### src/rtl/mci_mcu_sram_arb.sv
`default_nettype none
// ============================================================================
// Module   : mci_mcu_sram_arb
// Brief    : Locked round-robin arbiter sharing one MCU SRAM CIF port between
//            the AXI-sub decode path (req0) and the MCU-local/DMA path (req1).
// Revision : 1.0 - initial release
// ============================================================================
module mci_mcu_sram_arb #(
    parameter int AW        = 32,
    parameter int DW        = 32,
    parameter int UW        = 32,
    parameter int IW        = 8,
    parameter int MAX_GRANT = 4
) (
    input  logic              clk,
    input  logic              rst,

    input  logic              req0_dv,
    input  logic [AW-1:0]     req0_addr,
    input  logic              req0_write,
    input  logic [DW-1:0]     req0_wdata,
    input  logic [DW/8-1:0]   req0_wstrb,
    input  logic [UW-1:0]     req0_user,
    input  logic [IW-1:0]     req0_id,
    output logic              req0_hold,
    output logic [DW-1:0]     req0_rdata,
    output logic              req0_error,

    input  logic              req1_dv,
    input  logic [AW-1:0]     req1_addr,
    input  logic              req1_write,
    input  logic [DW-1:0]     req1_wdata,
    input  logic [DW/8-1:0]   req1_wstrb,
    input  logic [UW-1:0]     req1_user,
    input  logic [IW-1:0]     req1_id,
    output logic              req1_hold,
    output logic [DW-1:0]     req1_rdata,
    output logic              req1_error,

    output logic              sram_dv,
    output logic [AW-1:0]     sram_addr,
    output logic              sram_write,
    output logic [DW-1:0]     sram_wdata,
    output logic [DW/8-1:0]   sram_wstrb,
    output logic [UW-1:0]     sram_user,
    output logic [IW-1:0]     sram_id,
    input  logic              sram_hold,
    input  logic [DW-1:0]     sram_rdata,
    input  logic              sram_error,

    output logic [1:0]        arb_gnt
);

    localparam int              c_CW        = $clog2(MAX_GRANT + 1);
    localparam logic [c_CW-1:0] c_CNT_LAST  = c_CW'(MAX_GRANT - 1);
    localparam logic [c_CW-1:0] c_CNT_MAX   = c_CW'(MAX_GRANT);

    localparam logic [1:0] c_IDLE = 2'd0;
    localparam logic [1:0] c_GNT0 = 2'd1;
    localparam logic [1:0] c_GNT1 = 2'd2;

    logic [1:0]      r_state;
    logic [1:0]      w_state_nxt;
    logic [c_CW-1:0] r_cnt;
    logic [c_CW-1:0] w_cnt_nxt;
    logic            r_prio;
    logic            w_prio_nxt;
    logic [1:0]      r_arb_gnt;

    logic            w_comp;
    logic            w_own_dv;
    logic            w_oth_dv;
    logic            w_oth_id;
    logic [1:0]      w_oth_state;

    assign w_comp      = sram_dv & ~sram_hold;
    assign w_own_dv    = (r_state == c_GNT1) ? req1_dv : req0_dv;
    assign w_oth_dv    = (r_state == c_GNT1) ? req0_dv : req1_dv;
    assign w_oth_id    = (r_state == c_GNT0);
    assign w_oth_state = w_oth_id ? c_GNT1 : c_GNT0;
    assign arb_gnt     = r_arb_gnt;

    always_ff @(posedge clk or posedge rst) begin
        if (rst) begin
            r_state   <= c_IDLE;
            r_cnt     <= '0;
            r_prio    <= 1'b0;
            r_arb_gnt <= 2'b00;
        end else begin
            r_state   <= w_state_nxt;
            r_cnt     <= w_cnt_nxt;
            r_prio    <= w_prio_nxt;
            r_arb_gnt <= {w_state_nxt == c_GNT1, w_state_nxt == c_GNT0};
        end
    end

    // The grant only moves when the owner is idle or a beat has just completed,
    // so a stalled beat is never pre-empted.
    always_comb begin
        w_state_nxt = r_state;
        w_cnt_nxt   = r_cnt;
        w_prio_nxt  = r_prio;
        case (r_state)
            c_IDLE: begin
                w_cnt_nxt = '0;
                if (req0_dv && req1_dv) begin
                    w_state_nxt = r_prio ? c_GNT1 : c_GNT0;
                end else if (req0_dv) begin
                    w_state_nxt = c_GNT0;
                end else if (req1_dv) begin
                    w_state_nxt = c_GNT1;
                end
            end
            c_GNT0, c_GNT1: begin
                if (!w_own_dv) begin
                    w_cnt_nxt = '0;
                    if (w_oth_dv) begin
                        w_state_nxt = w_oth_state;
                        w_prio_nxt  = w_oth_id;
                    end else begin
                        w_state_nxt = c_IDLE;
                    end
                end else if (w_comp) begin
                    if (w_oth_dv && (r_cnt >= c_CNT_LAST)) begin
                        w_state_nxt = w_oth_state;
                        w_cnt_nxt   = '0;
                        w_prio_nxt  = w_oth_id;
                    end else if (r_cnt != c_CNT_MAX) begin
                        w_cnt_nxt = r_cnt + c_CW'(1);
                    end
                end
            end
            default: begin
                w_state_nxt = c_IDLE;
                w_cnt_nxt   = '0;
            end
        endcase
    end

    always_comb begin
        sram_dv    = 1'b0;
        sram_addr  = '0;
        sram_write = 1'b0;
        sram_wdata = '0;
        sram_wstrb = '0;
        sram_user  = '0;
        sram_id    = '0;
        req0_hold  = req0_dv;
        req0_rdata = '0;
        req0_error = 1'b0;
        req1_hold  = req1_dv;
        req1_rdata = '0;
        req1_error = 1'b0;
        case (r_state)
            c_GNT0: begin
                sram_dv    = req0_dv;
                sram_addr  = req0_addr;
                sram_write = req0_write;
                sram_wdata = req0_wdata;
                sram_wstrb = req0_wstrb;
                sram_user  = req0_user;
                sram_id    = req0_id;
                req0_hold  = sram_hold;
                req0_rdata = sram_rdata;
                req0_error = sram_error;
            end
            c_GNT1: begin
                sram_dv    = req1_dv;
                sram_addr  = req1_addr;
                sram_write = req1_write;
                sram_wdata = req1_wdata;
                sram_wstrb = req1_wstrb;
                sram_user  = req1_user;
                sram_id    = req1_id;
                req1_hold  = sram_hold;
                req1_rdata = sram_rdata;
                req1_error = sram_error;
            end
            default: begin
            end
        endcase
    end

    a_req0_stable: assert property (@(posedge clk) disable iff (rst)
        (req0_dv && req0_hold) |=> (req0_dv &&
            $stable({req0_addr, req0_write, req0_wdata, req0_wstrb, req0_user, req0_id})));

    a_req1_stable: assert property (@(posedge clk) disable iff (rst)
        (req1_dv && req1_hold) |=> (req1_dv &&
            $stable({req1_addr, req1_write, req1_wdata, req1_wstrb, req1_user, req1_id})));

    a_gnt_onehot0: assert property (@(posedge clk) disable iff (rst) $onehot0(arb_gnt));

    a_dv_granted: assert property (@(posedge clk) disable iff (rst) sram_dv |-> (r_state != c_IDLE));

endmodule
`default_nettype wire

### config.mk
export PLATFORM = sky130hd
export DESIGN_NAME = mci_mcu_sram_arb
export DESIGN_NICKNAME = d
export VERILOG_FILES = /design/src/rtl/mci_mcu_sram_arb.sv
export SDC_FILE = /design/constraint.sdc
export NUM_CORES = 1
export LEC_CHECK = 0
export ABC_AREA = 0
export BUFFER_PORTS_ARGS = -buffer_cell sky130_fd_sc_hd__buf_2
export CAP_MARGIN = 0
export CORE_AREA = 2 2 171 173
export CTS_CLUSTER_SIZE = 12
export DETAILED_ROUTE_END_ITERATION = 8
export DIE_AREA = 0 0 173 175
export GPL_ROUTABILITY_DRIVEN = 0
export PLACE_DENSITY = 0.37
export SYNTH_ARGS = -nofsm -noshare
export SYNTH_HDL_FRONTEND = slang
export SYNTH_SLANG_ARGS = --single-unit
### constraint.sdc
create_clock -name clk -period 5.5 [get_ports clk]
set_input_delay 0.825 -clock clk [delete_from_list [all_inputs] [get_ports clk]]
set_output_delay 0.825 -clock clk [all_outputs]
set_load 0.01 [all_outputs]
==> reports/results.ini, run 1 <==
[setup_path]
max_stage_delay_ns=0.58
crit_required_ns=4.68
critical_path_class=flop to output port
crit_chain=inv_1 > ha_1 > clkinv_2 > buf_4 > nor2_1 > buf_2
startpoint_type=flop
cp-end-kind=output port
path_max_fanout=67
arrival_ns=2.77
crit_path_top_delay_cell=buf_4

[timing]
tightestPinTransition_ns=0.883
slew_violations=0
relSlewSlack=0.412
min_period_over_period=0.653
rsz0062_at_grt=false
setup_viol=0
tns_ns=0
fin_skew_ns=0.00186
max_freq_mhz=278
hold_viol_final=0
fin_crit_ns=3.59

[yosys]
synth-main-ff-cell=dfrtp_1
async_flop_share=1.00
synth_cells=413
yosysSeqAreaShare=0.0754
ys_ff_latch=8
synth_area_um2=2660
synth_edf_count=0
synth_nets=676
syn_area_per_cell_um2=6.43
synth_cell_types=45
yosys_warnings=0

[die]
start_util=0.0935
rows=62
die_y_um=175
core_um2=28400
die_x_um=173
io_pins=436
dieArea_um2=30300

[clocking]
ctsLongestPathBuffers=2
ctsHoldBuffers=0
cts_tree=built
ctsRootBufferMaster=clkbuf_16
cts_resized=0
numClockSinks=8
clk_pin_slew_ns=0.04
clk_latency_ns=0.23
numCtsBuffers=3
cts.htree.levels=1
post_cts_buffers=0

[power]
power_leakage_uw=0.00293
power_density_nw_per_um2=414
vdd_drop_max_mv=0.184

[placement]
place_hpwl_mm=13.8
portBuffers=435
placed_area_um2=5180

[global_routing]
overflow=0
grt_max_degree=82
grt_pass1_vias=4168
grt.total_usage=0.101
grt_pass1_wl_mm=25.1
antenna_found_initial=1

[layout]
drive_gt1_frac=0.566
finish.instance_area_um2=5260
area_growth_pct=98.2
final_common_cell=buf_2
n_fill_cell=3305
layout_common_cells=435 x buf_2, 114 x nor2_1, 109 x a22oi_1
layout.nets=1073

[drt]
ant_nets=0
drt_wl_total_mm=17.1
drc=0
dr_total_vias=4593
drtPass1Iterations=4
vias_per_cell=3.85
dr.first_iter.drc_count=301
wl_per_cell_um=14.3

[min_path]
min_path_type=input port to async pin

[run_status]
status=complete, no violations

[job]
maxCapViolCount=0

## worst paths after layout
kind                                      end        from  slack [ns]  depth (start not counted)
min in group clk                       r_prio      r_prio        0.56                          1
worst max register to register     arb_gnt[0]  r_state[0]        2.48                          7
worst min register to register         r_prio      r_prio        0.56                          1
worst max-delay path            sram_wstrb[0]  r_state[1]        1.91                          6
max in group asynchronous          arb_gnt[0]         rst        4.68                          2
worst min-delay path                   r_prio         rst        0.55                          2
## layer usage
layer  up-vias  track usage  share of wire
met3        16       0.0146          0.058
li1       2263            -              -
met5         -            0              0
met2       207        0.182           0.51
met1      2107        0.130           0.42
met4         0       0.0148          0.011
## cell families (layout without fill, tap and decap cells)
group | Yosys count | count (layout) | synth area share
AO/OA/AOI/OAI | 136 | 136 | 0.402
AND/OR/NAND/NOR | 197 | 197 | 0.366
flip-flops | 8 | 8 | 0.0754
multiplexers | 5 | 5 | 0.0264
other | 0 | 1 | 0
buffers and inverters | 60 | 455 | 0.0976
adder cells (fa/ha/maj) | 7 | 7 | 0.0330
## power by group
group          switching (µW)  internal, µW  leakage [µW]
registers                17.3          75.7      0.000106
logic                    1230           737       0.00278
clock network            29.5          93.9     0.0000370
total                    1270           906       0.00293
## per-stage QoR
step	setup WS [ns]	power (µW)	utilization	instances	hold WS [ns]
2_1_floorplan	2.88	1310	-	413	0.494
3_3_place_gp	2.13	2090	0.183	1189	0.546
3_5_place_dp	2.12	2070	0.183	1189	0.546
4_1_cts	1.87	2210	0.185	1192	0.557
5_1_grt	1.63	2380	0.185	1193	0.590
6_report	1.91	2180	0.185	1193	0.555
## layout make-up
class	instances	area, µm²	share of cell area
sequential	8	200	0.0380
tap	384	480	0.0913
inverter	13	50.0	0.00951
clock buffer	3	75.1	0.0143
antenna	1	2.50	0.000476
timing repair buffer	439	2230	0.424
multi-input combinational	345	2220	0.422
## cells in the mapped netlist, types with 2 or more instances
master / number / area, µm²
and2_1: 67 / 419
a22oi_1: 109 / 818
nand2b_1: 2 / 12.5
dfrtp_1: 8 / 200
buf_6: 3 / 33.8
buf_2: 9 / 45.0
nand2_1: 2 / 7.51
a2111oi_0: 2 / 17.5
nand3_1: 2 / 10.0
inv_1: 13 / 48.8
nor2_1: 114 / 428
ha_1: 7 / 87.6
nor4_2: 2 / 25.0
buf_1: 7 / 26.3
nand3b_1: 2 / 15.0
a21oi_1: 4 / 20.0
o21a_1: 2 / 15.0
mux2_2: 2 / 22.5
clkbuf_1: 28 / 105
o21ai_0: 3 / 15.0
## state kept, by name, indices dropped and copies added (netlist names)
register,flops
r_cnt,3
arb_gnt,2
r_prio,1
r_state,2
## worst max-delay path: cells and delay by family, from the launching register on
family	cells	cell delay [ns]
adders and majority gates	1	0.38
DFF	1	0.48
and+or+nand+nor	1	0.20
buffers and inverters	4	1.44
No activity file was read; power rests on OpenSTA's default activity.
==> run 2, diff against run 1 <==
--- a/config.mk
+++ b/config.mk
@@ -5,7 +5,7 @@
 export SDC_FILE = /design/constraint.sdc
 export NUM_CORES = 1
 export LEC_CHECK = 0
-export ABC_AREA = 0
+export ABC_AREA = 1
 export BUFFER_PORTS_ARGS = -buffer_cell sky130_fd_sc_hd__buf_2
 export CAP_MARGIN = 0
 export CORE_AREA = 2 2 171 173
==> constraint.sdc (replaced) <==
create_clock -name clk -period 3.4 [get_ports clk]
set_input_delay 0.51 -clock clk [delete_from_list [all_inputs] [get_ports clk]]
set_output_delay 0.51 -clock clk [all_outputs]
set_load 0.01 [all_outputs]
==> reports/results.ini, run 2 <==
[layout]
area_growth_pct=102
layout_common_cells=435 x buf_2, 309 x nand2_1, 111 x a21oi_1
antenna_cells=0  ; -1
top_register=r_cnt
largest_register_ffs=3  ; unchanged
layout.nets=1254  ; +17%
finalCoreUtilization=0.188  ; +0.00295
final_common_cell=buf_2
stdcell_count=1373  ; +15%
drive_gt1_frac=0.460  ; -0.106

[setup_path]
cp-end-kind=output port
crit_required_ns=2.89  ; -1.79 ns
crit_chain=inv_1 > ha_1 > clkinv_2 > buf_4 > a21oi_1 > buf_2
max_stage_delay_ns=0.43  ; -0.15 ns
startpoint_type=flop
arrival_ns=2.10  ; -0.67 ns
critical_path_class=flop to output port
critPathBufInv=4  ; unchanged
cpLargestDelayFamily=buffers and inverters
crit_path_top_delay_cell=dfrtp_1
path_max_fanout=46  ; -31%

[timing]
tightestPinTransition_ns=0.530  ; -0.352 ns
max_freq_mhz=384
setup_viol=0  ; unchanged
fin_crit_ns=2.61
rsz0062_at_grt=false
slew_violations=0  ; unchanged
hold_viol_final=0  ; unchanged
tns_ns=0  ; unchanged
fin_skew_ns=0.00243  ; +0.000572 ns
relSlewSlack=0.646  ; +0.235
min_period_over_period=0.766
layout_setup_ws_ns=0.794  ; -1.11 ns

[yosys]
synth_top_area_share=0.437  ; +0.129
synth_edf_count=0  ; unchanged
synth_cell_types=20  ; -56%
async_flop_share=1.00  ; unchanged
synthTopCellsByCount=309 x nand2_1, 111 x a21oi_1, 81 x inv_1, 26 x clkbuf_1, 13 x buf_2
yosys_warnings=0  ; unchanged
syn_area_per_cell_um2=4.52  ; -30%
yosysMostFrequentCell=nand2_1
yosysSeqAreaShare=0.0755  ; about the same
synth_nets=850  ; +26%
synth_top_area_cell=nand2_1
synth_area_um2=2650  ; about the same
synth-main-ff-cell=dfrtp_1
synth_cells=587  ; +42%
synthTopCellsByArea=nand2_1 44%, a21oi_1 21%, inv_1 11%
ys_ff_latch=8  ; unchanged

[drt]
vias_per_cell=3.66  ; -4.9%
wl_per_cell_um=12.5  ; -13%
dr.first_iter.drc_count=233  ; -23%
drtPass1Iterations=4  ; unchanged
drt_wl_total_mm=17.2  ; +0.24%
drc=0  ; unchanged
dr_total_vias=5028  ; +9.5%
ant_nets=0  ; unchanged

[placement]
post-place-cells=1370  ; +15%
place_hpwl_mm=14.2  ; +3.0%
pre_cts_slack_ns=1.02  ; -1.11 ns
portBuffers=435  ; unchanged

[die]
die_x_um=173  ; unchanged
die_y_um=175  ; unchanged
dieArea_um2=30300  ; unchanged
core_um2=28400  ; unchanged
start_util=0.0934  ; about the same
rows=62  ; unchanged
io_pins=436  ; unchanged

[global_routing]
grtUsageMet2=0.199  ; +0.0172
grt-busiest-layer=met2
grt_util_met3=0.0235  ; +0.00892
grt_pass1_wl_mm=25.5  ; +1.5%
overflow=0  ; unchanged
grt_max_degree=74  ; -9.8%
grt_pass1_vias=4830  ; +16%
antenna_found_initial=1  ; unchanged
use_met1=0.118  ; -0.0125
grt.total_usage=0.104  ; +0.00231

[clocking]
post_cts_buffers=0  ; unchanged
numClockSinks=8  ; unchanged
cts.htree.levels=1  ; unchanged
cts_tree=built
clk_pin_slew_ns=0.04  ; about the same
clk_latency_ns=0.23  ; about the same
ctsRootBufferMaster=clkbuf_16
ctsHoldBuffers=0  ; unchanged
numCtsBuffers=3  ; unchanged
ctsLongestPathBuffers=2  ; unchanged
cts_resized=0  ; unchanged

[power]
power_leakage_uw=0.00344  ; +18%
power_density_nw_per_um2=681  ; +64%
vdd_drop_max_mv=0.403  ; +120%

[run_status]
status=complete, no violations

[min_path]
min_path_type=input port to async pin

[job]
maxCapViolCount=0  ; unchanged

==> run 2: cell types whose count changed after synthesis, moves of 4 or more <==
cell     delta
nor2_1    -110
nand2_1   +307
a22oi_1   -109
a21oi_1   +107
buf_2       +4
inv_1      +68
and2_1     -67
==> run 2: final cells by class <==
type                       instances  area [µm²]
tap                              384         480
timing repair buffer             443        2300
sequential                         8         200
fill                            3420       23000
inverter                          81         305
multi-input combinational        454        1980
clock buffer                       3        75.1
==> run 2: where the power goes <==
| part | leakage, µW | internal [µW] | total, µW | switching [µW] |
|---|---|---|---|---|
| Clock | 0.0000370 | 152 | 204 | 51.9 |
| Combinational | 0.00330 | 1140 | 3280 | 2150 |
| Sequential | 0.000104 | 131 | 157 | 26.5 |
| Total | 0.00344 | 1420 | 3640 | 2220 |
==> run 2: cell families (layout without fill, tap and decap cells) <==
family / after synthesis / in the layout / synth area share
AOI/OAI and AO/OA: 126 / 126 / 0.243
buffers and inverters: 125 / 527 / 0.186
DFF: 8 / 8 / 0.0755
adders and majority gates: 7 / 7 / 0.0330
and+or+nand+nor: 321 / 321 / 0.462
==> run 2: final timing paths <==
kind / startpoint / end / slack [ns] / cells after the start
worst max-delay path: r_state[0] / sram_addr[26] / 0.79 / 6
worst min-delay path: rst / arb_gnt[1] / 0.23 / 2
worst max register to register: r_state[0] / r_cnt[0] / 1.19 / 12
worst min register to register: r_prio / r_prio / 0.56 / 2
max in group asynchronous: rst / r_cnt[1] / 2.91 / 2
min in group clk: r_prio / r_prio / 0.56 / 2
==> run 2: through the flow <==
| stage | hold slack [ns] | cell area (µm²) | power (µW) |
|---|---|---|---|
| 3_5_place_dp | 0.496 | 5270 | 3490 |
| 4_1_cts | 0.248 | 5350 | 3710 |
| 2_1_floorplan | 0.326 | 2650 | 2060 |
| 3_3_place_gp | 0.491 | 5270 | 3530 |
| 5_1_grt | 0.269 | 5350 | 4040 |
| 6_report | 0.231 | 5350 | 3640 |
==> run 2: routing by layer <==
metal  up-vias  wire length [µm]
li1       2587                 -
met1      2177              6760
met2       248              8830
met3        14              1370
met4         2               181
met5         -                13
